--- src/rtl/alu_lane_pkg.sv ---
// Shared types for the lane-split pipelined ALU: op encoding, mode layout and
// a small helper that tells which ops drive the carry/borrow flags.
package alu_lane_pkg;

  typedef enum logic [2:0] {
    OP_ADD     = 3'd0,
    OP_SUB     = 3'd1,
    OP_AND     = 3'd2,
    OP_OR      = 3'd3,
    OP_XOR     = 3'd4,
    OP_ACC     = 3'd5,
    OP_CLRACC  = 3'd6,
    OP_ILLEGAL = 3'd7
  } op_e;

  localparam int MODE_LANE = 3;

  // Packed so that a raw 4-bit mode casts directly: {lane, op}.
  typedef struct packed {
    logic lane;
    op_e  op;
  } mode_t;

  function automatic logic op_has_carry(input op_e op);
    return (op == OP_ADD) || (op == OP_SUB) || (op == OP_ACC);
  endfunction

endpackage

--- src/rtl/alu_lane.sv ---
// One LW-bit ALU lane. Purely combinational; cout is the raw adder carry-out
// (for SUB the borrow is its inverse), so it can be chained into the next lane.
module alu_lane
  import alu_lane_pkg::*;
#(
  parameter int LW = 4
) (
  input  logic [LW-1:0] a,
  input  logic [LW-1:0] b,
  input  op_e           op,
  input  logic          cin,
  input  logic [LW-1:0] acc,
  output logic [LW-1:0] y,
  output logic          cout
);

  logic [LW:0] sum;

  always_comb begin
    sum  = '0;
    y    = '0;
    cout = 1'b0;
    case (op)
      OP_ADD: begin
        sum  = {1'b0, a} + {1'b0, b} + (LW+1)'(cin);
        y    = sum[LW-1:0];
        cout = sum[LW];
      end
      OP_SUB: begin
        sum  = {1'b0, a} + {1'b0, ~b} + (LW+1)'(cin);
        y    = sum[LW-1:0];
        cout = sum[LW];
      end
      OP_ACC: begin
        sum  = {1'b0, acc} + {1'b0, a} + (LW+1)'(cin);
        y    = sum[LW-1:0];
        cout = sum[LW];
      end
      OP_AND:  y = a & b;
      OP_OR:   y = a | b;
      OP_XOR:  y = a ^ b;
      default: y = '0;
    endcase
  end

endmodule

--- src/rtl/alu_lane_pipe.sv ---
// Two-stage valid/ready ALU with full-width or lane-wise (SIMD) arithmetic,
// a running accumulator and per-lane carry/borrow flags.
module alu_lane_pipe
  import alu_lane_pkg::*;
#(
  parameter int WIDTH = 8,
  parameter int LANES = 2
) (
  input  logic             clk,
  input  logic             rst,
  input  logic             in_valid,
  output logic             in_ready,
  input  logic [WIDTH-1:0] left,
  input  logic [WIDTH-1:0] right,
  input  logic [3:0]       mode,
  output logic             out_valid,
  input  logic             out_ready,
  output logic [WIDTH-1:0] result,
  output logic [LANES-1:0] carry,
  output logic             zero,
  output logic             err
);

  localparam int LW = WIDTH / LANES;

  if (LANES < 1 || (WIDTH % LANES) != 0) begin : g_param_check
    $error("alu_lane_pipe: WIDTH must be a multiple of LANES");
  end

  typedef struct packed {
    logic [WIDTH-1:0] left;
    logic [WIDTH-1:0] right;
    mode_t            mode;
  } s1_t;

  s1_t              s1_p1;
  logic             vld_p1;
  logic             vld_p2;
  logic [WIDTH-1:0] result_p2;
  logic [LANES-1:0] carry_p2;
  logic             zero_p2;
  logic             err_p2;
  logic [WIDTH-1:0] acc_p2;

  logic s1_adv;
  logic s2_adv;

  assign s2_adv   = !vld_p2 || out_ready;
  assign s1_adv   = !vld_p1 || s2_adv;
  assign in_ready = !rst && s1_adv;

  // ---- Stage 1: capture operands ----
  always_ff @(posedge clk or posedge rst) begin
    if (rst)
      vld_p1 <= 1'b0;
    else if (s1_adv)
      vld_p1 <= in_valid;
  end

  always_ff @(posedge clk) begin
    if (s1_adv && in_valid) begin
      s1_p1.left  <= left;
      s1_p1.right <= right;
      s1_p1.mode  <= mode_t'(mode);
    end
  end

  // ---- Stage 2: lane compute, flags and accumulator ----
  op_e              op_p1;
  logic             lane_p1;
  logic             is_sub;
  logic [WIDTH-1:0] y;
  logic [LANES-1:0] co;
  logic [LANES-1:0] carry_d;

  assign op_p1   = s1_p1.mode.op;
  assign lane_p1 = s1_p1.mode.lane;
  assign is_sub  = (op_p1 == OP_SUB);

  // SUB is invert-plus-one, so every independent chain starts with cin = 1.
  for (genvar i = 0; i < LANES; i++) begin : g_lane
    logic cin_l;
    logic co_l;

    if (i == 0) begin : g_first
      assign cin_l = is_sub;
    end else begin : g_chain
      assign cin_l = lane_p1 ? is_sub : g_lane[i-1].co_l;
    end

    alu_lane #(.LW(LW)) u_lane (
      .a    (s1_p1.left[i*LW +: LW]),
      .b    (s1_p1.right[i*LW +: LW]),
      .op   (op_p1),
      .cin  (cin_l),
      .acc  (acc_p2[i*LW +: LW]),
      .y    (y[i*LW +: LW]),
      .cout (co_l)
    );

    assign co[i] = co_l;
  end

  always_comb begin
    carry_d = '0;
    if (op_has_carry(op_p1)) begin
      if (lane_p1) begin
        for (int k = 0; k < LANES; k++)
          carry_d[k] = co[k] ^ is_sub;
      end else begin
        carry_d[LANES-1] = co[LANES-1] ^ is_sub;
      end
    end
  end

  always_ff @(posedge clk or posedge rst) begin
    if (rst) begin
      vld_p2    <= 1'b0;
      result_p2 <= '0;
      carry_p2  <= '0;
      zero_p2   <= 1'b0;
      err_p2    <= 1'b0;
      acc_p2    <= '0;
    end else if (s2_adv) begin
      vld_p2 <= vld_p1;
      if (vld_p1) begin
        result_p2 <= y;
        carry_p2  <= carry_d;
        zero_p2   <= (y == '0);
        err_p2    <= (op_p1 == OP_ILLEGAL);
        // CLRACC lanes produce zero, so y is the new accumulator for both ops.
        if (op_p1 == OP_ACC || op_p1 == OP_CLRACC)
          acc_p2 <= y;
      end
    end
  end

  assign out_valid = vld_p2;
  assign result    = result_p2;
  assign carry     = carry_p2;
  assign zero      = zero_p2;
  assign err       = err_p2;

endmodule

--- config.mk ---
export PLATFORM = sky130hd
export DESIGN_NAME = alu_lane_pipe
export DESIGN_NICKNAME = d
export VERILOG_FILES = /design/src/rtl/alu_lane_pkg.sv /design/src/rtl/alu_lane.sv /design/src/rtl/alu_lane_pipe.sv
export SDC_FILE = /design/constraint.sdc
export NUM_CORES = 1
export LEC_CHECK = 0
export ABC_AREA = 0
export ABC_CLOCK_PERIOD_IN_PS = 11300
export BUFFER_PORTS_ARGS = -buffer_cell sky130_fd_sc_hd__buf_4
export CAP_MARGIN = 20
export CELL_PAD_IN_SITES_DETAIL_PLACEMENT = 1
export CELL_PAD_IN_SITES_GLOBAL_PLACEMENT = 2
export CORE_ASPECT_RATIO = 1.4
export CORE_MARGIN = 2
export CORE_UTILIZATION = 40
export DETAILED_ROUTE_END_ITERATION = 7
export HOLD_SLACK_MARGIN = 0.08
export PLACE_DENSITY = 0.88
export SYNTH_ARGS = -nofsm -noshare
export SYNTH_HDL_FRONTEND = slang
export SYNTH_SLANG_ARGS = --single-unit
--- constraint.sdc ---
create_clock -name clk -period 11.3 [get_ports clk]
set_input_delay 0.565 -clock clk [delete_from_list [all_inputs] [get_ports clk]]
set_output_delay 0.565 -clock clk [all_outputs]
set_load 0.05 [all_outputs]
## Word level (Yosys, flattened, before mapping)

Index checks and enable logic that the tools add are counted.

| word-level totals | value |
|---|---|
| input port bits | 24 |
| register bits after elaboration | 42 |
| word-level logic and storage cells | 61 |
| output and inout bits | 14 |

| cells by class | value |
|---|---|
| bitwise gates (word level) | 10 |
| reductions and logical operators | 14 |
| equal/unequal tests | 7 |
| add/sub/neg operators | 12 |
| muxes and demuxes | 7 |

Operator list:

| kind | count |
|---|---|
| 4-bit case mux with 6 select lines | 2 |
| 4-bit by 4-bit adder with 5-bit output | 6 |
| 5-bit by 1-bit adder with 5-bit output | 6 |
| 3-bit equality test, second input constant | 4 |
| 4-bit AND | 2 |
| 8-bit logical NOT | 1 |
| 4-bit NOT | 2 |
| 4-bit OR | 2 |
| 4-bit bitwise XOR | 2 |
| 3-bit by 2-bit equality test with 1-bit output, second input constant | 2 |
| 1-bit case mux with 3 select lines | 2 |
| 1-bit logical OR | 5 |
| 3-bit by 1-bit equality test with 1-bit output, second input constant | 1 |
| 1-bit logical NOT | 3 |
| 3-bit logical NOT | 1 |
| 3-bit AND reduction | 1 |
| 1-bit logical AND | 2 |
| 1-bit two-way mux | 2 |
| 2-bit two-way mux | 1 |
| 2-bit AND reduction | 1 |
| 1-bit bitwise XOR | 2 |

## Logic depth before layout (Yosys ltp)

Gate-level depths: netlist of run 1.

| depth | value |
|---|---|
| word-level depth | 9 |
| gate-level depth with buffers | 22 |
| mapped depth without buffers | 20 |

## By module

A second synthesis of run 1 with hierarchy kept.

| unflattened totals | value |
|---|---|
| cells, all modules | 282 |
| area total of the unflattened synthesis | 3076.7 um^2 |

By module, submodules not included:

| module | area an instance (um^2) | sequential area each (um^2) | instances | cells an instance |
|---|---|---|---|---|
| alu_lane_pipe | 1551.5 | 1151.1 | 1 | 89 |
| alu_lane at g_lane[0].u_lane | 785.8 | 0.0 | 1 | 99 |
| alu_lane at g_lane[1].u_lane | 739.5 | 0.0 | 1 | 94 |

## Worst setup path after synthesis of run 1

Ideal clock, no wire load.

| path | value |
|---|---|
| path kind | reg-to-reg |
| start point | register s1_p1 (netlist bit op_p1[1]) |
| end point | register zero_p2, in the netlist zero |
| buffers on the path | 2 |
| setup slack | 6761 ps |
| period minus slack after synthesis | 4539 ps |
| arrival | 4472 ps |
| required time | 11233 ps |
| library setup time | 67 ps |
| stages on the path, launching flop included | 21 |
| cells stage by stage | edfxtp_1 -> clkbuf_1 -> nor2_1 -> and2_1 -> buf_2 -> fa_1 -> fa_1 -> nand2b_1 -> a21oi_1 -> or3_1 -> a31oi_1 -> nor3_1 -> a21oi_1 -> fa_1 -> inv_1 -> fa_1 -> mux4_2 -> a22oi_2 -> nor3b_2 -> and4_1 -> a32o_2 |

| between the ends | value |
|---|---|
| longest elaborated chain between the ends | 7 |
| elaborated cells on any way between the ends | 17 |
| those cells by class | add/sub (6); eq/ne (5); mux (4); reduce/logical (2) |

Ends and longest elaborated chain:

| element | RTL line | RTL |
|---|---|---|
| start, declared | alu_lane_pipe.sv:36 | `s1_t s1_p1;` |
| 3-bit by 1-bit equality test with 1-bit output | alu_lane.sv:23, alu_lane_pipe.sv:78 |  |
| 5-bit by 1-bit adder with 5-bit output (on tied branches) | alu_lane.sv:35, alu_lane.sv:25, alu_lane.sv:30 |  |
| 1-bit case mux with 3 select lines | alu_lane.sv:23 | `case (op)` |
| 1-bit two-way mux | alu_lane_pipe.sv:88 | `assign cin_l = lane_p1 ? is_sub : g_lane[i-1].co_l;` |
| 5-bit by 1-bit adder with 5-bit output (on tied branches) | alu_lane.sv:35, alu_lane.sv:25, alu_lane.sv:30 |  |
| 4-bit case mux with 6 select lines | alu_lane.sv:23 |  |
| 8-bit logical NOT * | alu_lane_pipe.sv:129 | `zero_p2 <= (y == '0);` |
| end signal, assigned | alu_lane_pipe.sv:129 |  |
| end, declared | alu_lane_pipe.sv:41 | `logic zero_p2;` |

Mark *: on every way between the ends. The rest lies on a longest branch, timed or not.
A chain may end at the register's enable or synchronous reset.

## Worst setup path in the final report of run 1

Ends and elaborated chain as after synthesis.

==> results of run 1 <==
## power groups by stage
stage	Sequential, mW	Combinational, mW	Clock, mW
after detailed placement	0.206	0.188	0
after global routing	0.207	0.206	0.119
final	0.203	0.187	0.112
after floorplan	0.231	0.106	0
after global placement	0.205	0.181	0
after CTS	0.204	0.189	0.115
## sequential cells by signal, indices dropped and copies added (netlist names)
| register | cells |
|---|---|
| op_p1 | 3 |
| zero | 1 |
| s1_p1 | 16 |
| err | 1 |
| acc_p2 | 8 |
| carry | 2 |
| lane_p1 | 1 |
| out_valid | 1 |
| result | 8 |
| vld_p1 | 1 |
## critical path: stages (launching register included)
cell      delay, ps
edfxtp_1        740
nor2_1          160
and2_1          280
fa_1            430
fa_1            420
nand2b_1        100
a21oi_1          90
or3_1           320
a31oi_1         240
nor3_1           90
a21oi_1         300
fa_1            260
inv_1            60
fa_1            430
mux4_2          470
a22oi_2         240
nor3b_2         190
and4_1          220
a32o_2          170
## cell usage after synthesis, drive strengths merged, types with 5 or more instances
library cell,instances,area [um^2]
nand2b,7,43.8
xor2,7,61.3
nor3,5,25.0
a21oi,20,100
clkbuf,5,18.8
fa,12,240
a211oi,5,37.5
edfxtp,20,601
ha,28,350
dfrtp,22,551
nand2,16,60.1
nor2b,8,52.6
buf,9,57.6
nor2,15,56.3
o21ai,24,120
inv,31,116
## stage by stage
stage	worst slack [ps]	utilization, %	total power [mW]
after floorplan	6760	-	0.337
after global placement	6260	46.4	0.386
after detailed placement	6110	46.4	0.394
after CTS	6030	47.9	0.507
after global routing	5720	47.9	0.532
final	6020	47.9	0.502
## area by class of cell
cell class | count | area share, %
Timing Repair Buffer | 39 | 8.70
Inverter | 32 | 3.61
Clock inverter | 2 | 0.298
Clock buffer | 6 | 2.79
Sequential cell | 42 | 34.2
Multi-Input combinational cell | 195 | 46.9
Tap cell | 95 | 3.53
## metal layers
metal | track usage [%] | up-vias
met1 | 21.6 | 1009
met3 | 2.68 | 12
li1 | - | 1032
met4 | 8.05 | 0
met2 | 31.6 | 44
met5 | 0 | -
## cells by family (layout without fill, tap and decap cells)
logic type | Yosys count | after routing | share of synthesized area (%)
and+or+nand+nor | 63 | 63 | 11.0
adders and majority gates | 40 | 40 | 20.2
AOI/OAI and AO/OA | 72 | 72 | 15.2
DFF | 42 | 42 | 39.4
xor gates and xnor gates | 10 | 10 | 2.99
muxes | 10 | 10 | 4.45
buffers and inverters | 46 | 79 | 6.76
## worst max path at each step
| stage | depth (start not counted) | end | slack [ps] |
|---|---|---|---|
| 5_1_grt | 19 | zero$_DFFE_PP0P_ | 5720 |
| 3_5_place_dp | 18 | zero$_DFFE_PP0P_ | 6110 |
| 6_report | 18 | zero$_DFFE_PP0P_ | 6020 |
| 2_1_floorplan | 20 | zero$_DFFE_PP0P_ | 6760 |
| 4_1_cts | 18 | zero$_DFFE_PP0P_ | 6030 |
| 3_3_place_gp | 19 | zero$_DFFE_PP0P_ | 6260 |
==> summary.md, run 1 <==
| Metric | Value |
|---|---|
| RR Startpoint | op_p1[1]$_DFFE_PP_ |
| Flop pwr share | 40.4% |
| Postcts setup bufs | 0 |
| Nets | 379 |
| FFs w/ async S/R, synth | 52.4% |
| Power Density | 149 mW/mm^2 |
| Setup Viol. Count Final | 0 |
| Clock sinks | 42 |
| Predominant post-synthesis flop cell | dfrtp_1 |
| Reg2Reg Depth | 18 |
| Flop2flop setup slack | 6020 ps |
| DR vias | 2097 |
| Root buf cell | clkbuf_8 |
| Synth Cell Area | 0.00293 mm^2 |
| RePlAce Congestion | 0.868 |
| Pre-antenna DRT Iters | 4 |
| Setup TNS | 0 ps |
| GRT overflow | 0 |
| Crit path kind | flip-flop to flip-flop |
| Required time of the critical path | 11540 ps |
| Clk_lat worst skew | 310 ps |
| Diodes inserted | 0 |
| Area of the multi-input gates | 0.00158 mm^2 |
| Routed length per instance | 16.5 um |
| Int Pwr | 315 uW |
| Number of flops mapped to enable cells by yosys | 20 |
| Placed Area | 0.00326 mm^2 |
| CP Launch Point | op_p1[1]$_DFFE_PP_ |
| RSZ-0062 raised after global routing | no |
| Die Wd | 76.3 um |
| Startpoint type of the worst setup path | flip-flop |
| Hold slack final | 417 ps |
| Top Ports | 38 |
| Switching pwr | 187 uW |
| Layout Skew | 6.99 ps |
| Reg clk slew, reported paths | 80 ps |
| Count of cell types in the netlist | 44 |
| Fmax | 0.189 GHz |
| Post-DP HPWL | 5310 um |
| Routed WL | 6770 um |
| Clk buf depth | 2 |
| Outcome | finished clean |
| VDD IR max | 0.0643 mV |
| Switching Share | 37.2% |
| Pleak | 1.54 nW |
| Synthesized Nets | 347 |
| Antenna violations before repair | 0 |
| CP endpoint kind | flip-flop |
| Share of cells above drive strength 1 | 18.4% |
| H-tree levels | 2 |
| CTS tree | yes |
| Combinational Power Share | 37.3% |
| Die Height | 105 um |
| Core Area | 0.00703 mm^2 |
| Worst R2R End | zero$_DFFE_PP0P_ |
| Finished layout cell area | 0.00336 mm^2 |
| Met1 wire length | 2860 um |
| Die area | 0.00802 mm^2 |
| Register area | 0.00115 mm^2 |
| Slew @ Worst Pin | 969 ps |
| Most frequent cells in the layout | buf_4, inv_1, ha_1, o21ai_0, dfrtp_1 |
| Fin crit period | 5280 ps |
| Final Hold Vio Count | 0 |
| DR vias/cell | 5.10 |
| Initial Utilization | 41.6% |
| Post-route ant nets | 0 |
| Crit path DAT | 5520 ps |
| Synth warn | 0 |
| Top Metal Used | met4 |
| Layout fillers | 819 |
| I/O Buffers | 37 |
| Row count | 36 |
| Slew Limit Fails | 0 |
| Layout Cells excl Fill | 411 |
| Commonest non-fill, non-tap cell in the layout | buf_4 |
| CTS Hold Bufs | 0 |
| Area growth, synth to finish | 15.0% |
| Slew headroom | 35.4% |
| Clock power share | 22.2% |
| Placed Instances | 403 |
| Vias in the first global route | 2233 |
| WL met2 | 3540 um |
| Met3 Routed Length | 218 um |
| Avg Inst Size Synth | 10.3 um^2 |
| Crit share post-route | 46.7% |
| Sequential-to-total area share from yosys stat | 39.3% |
| Remaining DRCs | 0 |
| Total CTS buffers | 5 |
| Mapped Cells | 283 |
| Synth Register Bits | 42 |
| Max Cap Viol | 0 |
| First-pass GRT wire length | 11200 um |
| Crit-path max FO | 17 |
| CTS resizes | 0 |
| Largest net degree at the start of global routing | 41 |
| Total global-route track usage | 18.0% |
| 1st-iter DRT viols | 100 |
| HP Class | primary input to asynchronous set/reset pin |
(Power assumes the default switching activity.)
==> run 2, diff against run 1 <==
--- a/config.mk
+++ b/config.mk
@@ -6,17 +6,17 @@
 export NUM_CORES = 1
 export LEC_CHECK = 0
 export ABC_AREA = 0
-export ABC_CLOCK_PERIOD_IN_PS = 11300
+export ABC_CLOCK_PERIOD_IN_PS = 4900
 export BUFFER_PORTS_ARGS = -buffer_cell sky130_fd_sc_hd__buf_4
 export CAP_MARGIN = 20
 export CELL_PAD_IN_SITES_DETAIL_PLACEMENT = 1
 export CELL_PAD_IN_SITES_GLOBAL_PLACEMENT = 2
 export CORE_ASPECT_RATIO = 1.4
 export CORE_MARGIN = 2
-export CORE_UTILIZATION = 40
+export CORE_UTILIZATION = 37
 export DETAILED_ROUTE_END_ITERATION = 7
 export HOLD_SLACK_MARGIN = 0.08
-export PLACE_DENSITY = 0.88
+export PLACE_DENSITY = 0.82
 export SYNTH_ARGS = -nofsm -noshare
 export SYNTH_HDL_FRONTEND = slang
 export SYNTH_SLANG_ARGS = --single-unit
==> constraint.sdc (replaced) <==
create_clock -name clk -period 4.9 [get_ports clk]
set_input_delay 0.245 -clock clk [delete_from_list [all_inputs] [get_ports clk]]
set_output_delay 0.245 -clock clk [all_outputs]
set_load 0.05 [all_outputs]
==> run 2 against run 1 <==
Die area rose by 7.7%. Highest routed layer unchanged. Clock skew fell by 2.8 ps. Critical endpoint unchanged. Combinational power rose by 130%. Via count rose by 1.6%. Wire length fell by 2.8%. Total power rose by 120%. Worst setup slack got worse by 5700 ps. Critical path depth rose by 1. Maximum frequency rose by 15%. Utilization fell by 4.0 points. Register-to-register slack got worse by 5700 ps. Largest cell class unchanged. First-iteration DRC count fell by 26%.
==> summary.md, run 2 (synthesized netlist as in run 1, its figures left out) <==
| Metric | Value |
|---|---|
| Clk buf depth | 2 |
| CTS resizes | 0 |
| H-tree levels | 2 |
| Power Density | 330 mW/mm^2 |
| Required time of the critical path | 5140 ps |
| Clock sinks | 42 |
| Share of cells above drive strength 1 | 19.8% |
| Routed length per instance | 15.7 um |
| Final Hold Vio Count | 0 |
| Int Pwr | 695 uW |
| Most frequent cells in the layout | buf_4, inv_1, ha_1, o21ai_0, dfrtp_1 |
| Flop pwr share | 41.7% |
| Reg2Reg Depth | 19 |
| RePlAce Congestion | 0.841 |
| Total global-route track usage | 16.9% |
| Remaining DRCs | 0 |
| Clk_lat worst skew | 300 ps |
| Area growth, synth to finish | 15.6% |
| Pre-antenna DRT Iters | 6 |
| Largest net degree at the start of global routing | 40 |
| Startpoint type of the worst setup path | flip-flop |
| I/O Buffers | 37 |
| Total CTS buffers | 5 |
| RR Startpoint | op_p1[2]$_DFFE_PP_ |
| Fmax | 0.218 GHz |
| Switching pwr | 420 uW |
| DR vias | 2130 |
| GRT overflow | 0 |
| Post-DP HPWL | 5210 um |
| Antenna violations before repair | 0 |
| Die Wd | 79.2 um |
| Setup TNS | 0 ps |
| Row count | 38 |
| First-pass GRT wire length | 11100 um |
| RSZ-0062 raised after global routing | no |
| Initial Utilization | 38.0% |
| VDD IR max | 0.157 mV |
| Area of the multi-input gates | 0.00159 mm^2 |
| Slew @ Worst Pin | 948 ps |
| CP endpoint kind | flip-flop |
| Combinational Power Share | 38.5% |
| Clock power share | 19.8% |
| Core Area | 0.00770 mm^2 |
| Postcts setup bufs | 0 |
| Setup Viol. Count Final | 0 |
| Flop2flop setup slack | 310 ps |
| Final core utilization | 43.9% |
| DR vias/cell | 5.10 |
| CP Launch Point | op_p1[2]$_DFFE_PP_ |
| CTS tree | yes |
| Crit path kind | flip-flop to flip-flop |
| CTS Hold Bufs | 0 |
| Crit path DAT | 4830 ps |
| Switching Share | 37.7% |
| Critical Path End | zero$_DFFE_PP0P_ |
| Die Height | 109 um |
| Pleak | 1.54 nW |
| Reg clk slew, reported paths | 80 ps |
| HP Class | primary input to asynchronous set/reset pin |
| Outcome | finished clean |
| Routed WL | 6570 um |
| Slew Limit Fails | 0 |
| Worst R2R End | zero$_DFFE_PP0P_ |
| Die area | 0.00864 mm^2 |
| Crit-path max FO | 6 |
| Diodes inserted | 0 |
| Crit share post-route | 93.7% |
| Slew headroom | 36.8% |
| Max FFs per register | 16 |
| Vias in the first global route | 2207 |
| Root buf cell | clkbuf_8 |
| Layout Skew | 4.19 ps |
| 1st-iter DRT viols | 74 |
| Nets | 382 |
| Register area | 0.00115 mm^2 |
| Fin crit period | 4590 ps |
| Register with the most flip-flops | s1_p1 |
| Max Cap Viol | 0 |
| Commonest non-fill, non-tap cell in the layout | buf_4 |
| Layout fillers | 895 |
| Post-route ant nets | 0 |
| Top Ports | 38 |
-- run 2: critical path: stages, from the launching register on --
cell	delay, ps
edfxtp_1	400
nor2_1	140
and2_4	200
inv_1	70
fa_1	400
fa_1	420
nor2b_1	120
o21ai_0	100
nand3b_1	120
a31oi_2	110
nor3_2	160
a21oi_1	100
fa_1	420
fa_1	490
inv_1	40
mux4_2	460
a22oi_2	220
nor3b_2	180
and4_1	200
a32o_2	160
-- run 2: worst min path at each step --
stage,to,start,slack [ps],cells after the start
after floorplan,acc_p2[0]$_DFFE_PP0P_,rst,230,1
after global placement,s1_p1[7]$_DFFE_PP_,right[3],420,1
after detailed placement,s1_p1[9]$_DFFE_PP_,right[5],420,1
after CTS,s1_p1[14]$_DFFE_PP_,left[2],100,1
after global routing,s1_p1[7]$_DFFE_PP_,right[3],90,1
final,acc_p2[6]$_DFFE_PP0P_,rst,100,2
-- run 2: cell type report --
| class | count | share of cell area, % |
|---|---|---|
| Sequential cell | 42 | 34.0 |
| Clock inverter | 2 | 0.296 |
| Inverter | 32 | 3.59 |
| Timing Repair Buffer | 42 | 9.32 |
| Clock buffer | 5 | 2.03 |
| Tap cell | 100 | 3.70 |
| Multi-Input combinational cell | 195 | 47.0 |
-- run 2: through the flow --
step / instances / worst slack (ps) / instance area [um^2] / power [mW] / hold WS, ps
5_1_grt: 418 / 20.8 / 3380 / 1.20 / 94.2
3_3_place_gp: 411 / 302 / 3290 / 0.893 / 423
3_5_place_dp: 411 / 141 / 3290 / 0.906 / 424
2_1_floorplan: 283 / 361 / 2930 / 0.776 / 234
4_1_cts: 418 / 88.4 / 3370 / 1.13 / 96.2
6_report: 418 / 309 / 3380 / 1.12 / 97.7
-- run 2: layer usage --
metal / vias to the layer above / track usage (%) / wire (um)
met5: - / 0 / 0
met4: 0 / 6.03 / 136
met3: 11 / 3.64 / 269
met2: 52 / 28.5 / 3280
met1: 1024 / 21.2 / 2890
li1: 1043 / - / -
-- run 2: power groups by stage --
stage	clock, mW	sequential (mW)	combinational (mW)
after CTS	0.232	0.466	0.434
after global routing	0.243	0.475	0.477
after detailed placement	0	0.473	0.433
final	0.221	0.465	0.430
after floorplan	0	0.533	0.243
after global placement	0	0.471	0.422
==> run 3, diff against run 2 <==
--- a/config.mk
+++ b/config.mk
@@ -11,12 +11,13 @@
 export CAP_MARGIN = 20
 export CELL_PAD_IN_SITES_DETAIL_PLACEMENT = 1
 export CELL_PAD_IN_SITES_GLOBAL_PLACEMENT = 2
-export CORE_ASPECT_RATIO = 1.4
+export CORE_ASPECT_RATIO = 0.8
 export CORE_MARGIN = 2
-export CORE_UTILIZATION = 37
+export CORE_UTILIZATION = 30
 export DETAILED_ROUTE_END_ITERATION = 7
 export HOLD_SLACK_MARGIN = 0.08
-export PLACE_DENSITY = 0.82
+export PLACE_DENSITY = 0.69
+export REMOVE_ABC_BUFFERS = 1
 export SYNTH_ARGS = -nofsm -noshare
 export SYNTH_HDL_FRONTEND = slang
 export SYNTH_SLANG_ARGS = --single-unit
==> run 3 against run 2 <==
Clock skew is 3.3 ps higher. Critical path depth stayed put. Via count is 3.0% higher. Wire length is 17% higher.
==> summary.md, run 3 (synthesized netlist as in run 1, its figures left out) <==
| Metric | Value |
|---|---|
| Fin crit period | 4680 ps |
| Antenna violations before repair | 0 |
| Clock sinks | 42 |
| Worst R2R End | zero$_DFFE_PP0P_ |
| GRT overflow | 0 |
| Nets | 384 |
| Crit-path max FO | 4 |
| Startpoint type of the worst setup path | flip-flop |
| Flop pwr share | 37.8% |
| Final Hold Vio Count | 0 |
| Routed WL | 7680 um |
| Root buf cell | clkbuf_16 |
| CP endpoint kind | flip-flop |
| 1st-iter DRT viols | 68 |
| DR vias | 2194 |
| DR vias/cell | 4.99 |
| Worst path most repeated cell | fa_1 |
| Min-delay src | right[2] |
| Largest net degree at the start of global routing | 40 |
| Register with the most flip-flops | s1_p1 |
| Core Area | 0.00957 mm^2 |
| H-tree levels | 2 |
| CP cell instances | nor2_1 > and2_4 > buf_4 > fa_1 > fa_1 > nand2b_1 > a21oi_1 > or3_1 > a31oi_1 > nor3_2 > a21oi_2 > fa_1 > inv_1 > fa_1 > mux4_2 > a22oi_2 > nor3b_2 > and4_1 > a32o_2 |
| Vias in the first global route | 2406 |
| Fmax | 0.213 GHz |
| Critical-path top delay cell | mux4_2 |
| Crit path DAT | 4900 ps |
| Clock power share | 26.1% |
| Row count | 32 |
| Pre-antenna DRT Iters | 4 |
| Setup Viol. Count Final | 0 |
| CP Launch Point | op_p1[2]$_DFFE_PP_ |
| HP Class | primary input to flip-flop |
| Crit share post-route | 95.6% |
| Reg2Reg Depth | 19 |
| Reg clk slew, reported paths | 60 ps |
| Slew Limit Fails | 0 |
| Switching pwr | 450 uW |
| Slew headroom | 33.0% |
| Total global-route track usage | 16.0% |
| Int Pwr | 790 uW |
| Clk_lat worst skew | 280 ps |
| Max incr delay on CP | 500 ps |
| Area growth, synth to finish | 19.2% |
| RePlAce Congestion | 0.776 |
| Place WS | 53.3 ps |
| CTS tree | yes |
| Die Wd | 114 um |
| Crit path kind | flip-flop to flip-flop |
| Slew @ Worst Pin | 1010 ps |
| Commonest non-fill, non-tap cell in the layout | buf_4 |
| Post-DP HPWL | 5670 um |
| Required time of the critical path | 5120 ps |
| Total CTS buffers | 5 |
| Flop2flop setup slack | 220 ps |
| RR Startpoint | op_p1[2]$_DFFE_PP_ |
| Clk buf depth | 2 |
| Combinational Power Share | 36.0% |
| Outcome | finished clean |
| Most frequent cells in the layout | buf_4, inv_1, ha_1, o21ai_0, dfrtp_1 |
| Routed length per instance | 17.5 um |
| Pleak | 1.57 nW |
| Diodes inserted | 0 |
| Die Height | 92.3 um |
| WHS Endpoint | s1_p1[6]$_DFFE_PP_ |
| First-pass GRT wire length | 13000 um |
| Remaining DRCs | 0 |
| Top Ports | 38 |
| Max FFs per register | 16 |
| CTS Hold Bufs | 0 |
| Share of cells above drive strength 1 | 20.9% |
| VDD IR max | 0.166 mV |
| I/O Buffers | 37 |
| Power Density | 356 mW/mm^2 |
| Switching Share | 36.3% |
| Initial Utilization | 30.6% |
| Post-route ant nets | 0 |
| Hold Crit Depth | 1 |
| Max Cap Viol | 0 |
| PnR worst setup slack | 215 ps |
| Die area | 0.0106 mm^2 |
| Layout Skew | 7.45 ps |
| Final core utilization | 36.4% |
## run 3: final cells by class
class / count / area, um^2
Fill cell: 1097 / 6080
Multi-Input combinational cell: 195 / 1590
Sequential cell: 42 / 1150
Timing Repair Buffer: 44 / 330
Tap cell: 119 / 149
Clock buffer: 5 / 125
Inverter: 32 / 121
Clock inverter: 3 / 16.3
## run 3: routing by layer
layer	wire length [um]	global-route usage [%]	up-vias	part of all wire, %
li1	-	-	1042	-
met1	3910	24.1	1115	51
met2	3480	24.1	35	45
met3	248	3.40	2	3.2
met4	38	2.44	0	0.49
met5	0	0	-	0
## run 3: worst max-delay path, delay by kind of cell (launching register included)
kind | cells | cell delay (ps)
flops | 1 | 360
simple gates | 7 | 1140
mux | 1 | 500
buf+inv | 2 | 200
compound gates | 5 | 900
fa+ha+maj | 4 | 1490
## run 3: per-stage QoR
step / instance area, um^2 / hold slack, ps / TNS (ps) / instances / total power [mW]
2_1_floorplan: 2850 / 234 / -48.3 / 269 / 0.770
4_1_cts: 3460 / 128 / 0 / 438 / 1.25
3_5_place_dp: 3310 / 425 / 0 / 430 / 0.911
3_3_place_gp: 3310 / 423 / 0 / 430 / 0.901
5_1_grt: 3490 / 112 / -19.3 / 440 / 1.33
6_report: 3490 / 134 / 0 / 440 / 1.24
## run 3: power by group through the flow
stage | clock network [mW] | logic (mW) | registers [mW]
3_3_place_gp | 0 | 0.428 | 0.473
5_1_grt | 0.358 | 0.493 | 0.477
3_5_place_dp | 0 | 0.437 | 0.474
6_report | 0.324 | 0.447 | 0.469
4_1_cts | 0.335 | 0.443 | 0.469
2_1_floorplan | 0 | 0.230 | 0.540
## run 3: worst max path at each step
stage / depth (start not counted) / slack [ps] / endpoint
2_1_floorplan: 18 / -50 / zero$_DFFE_PP0P_
3_3_place_gp: 19 / 190 / zero$_DFFE_PP0P_
3_5_place_dp: 19 / 50 / zero$_DFFE_PP0P_
4_1_cts: 19 / 0.3 / zero$_DFFE_PP0P_
5_1_grt: 19 / -20 / zero$_DFFE_PP0P_
6_report: 19 / 220 / zero$_DFFE_PP0P_
## run 3: what timing repair did
item                       CTS  global route
resized for setup            1             4
pin swaps                    1             2
buffers inserted             0             2
setup endpoints to repair    1             1
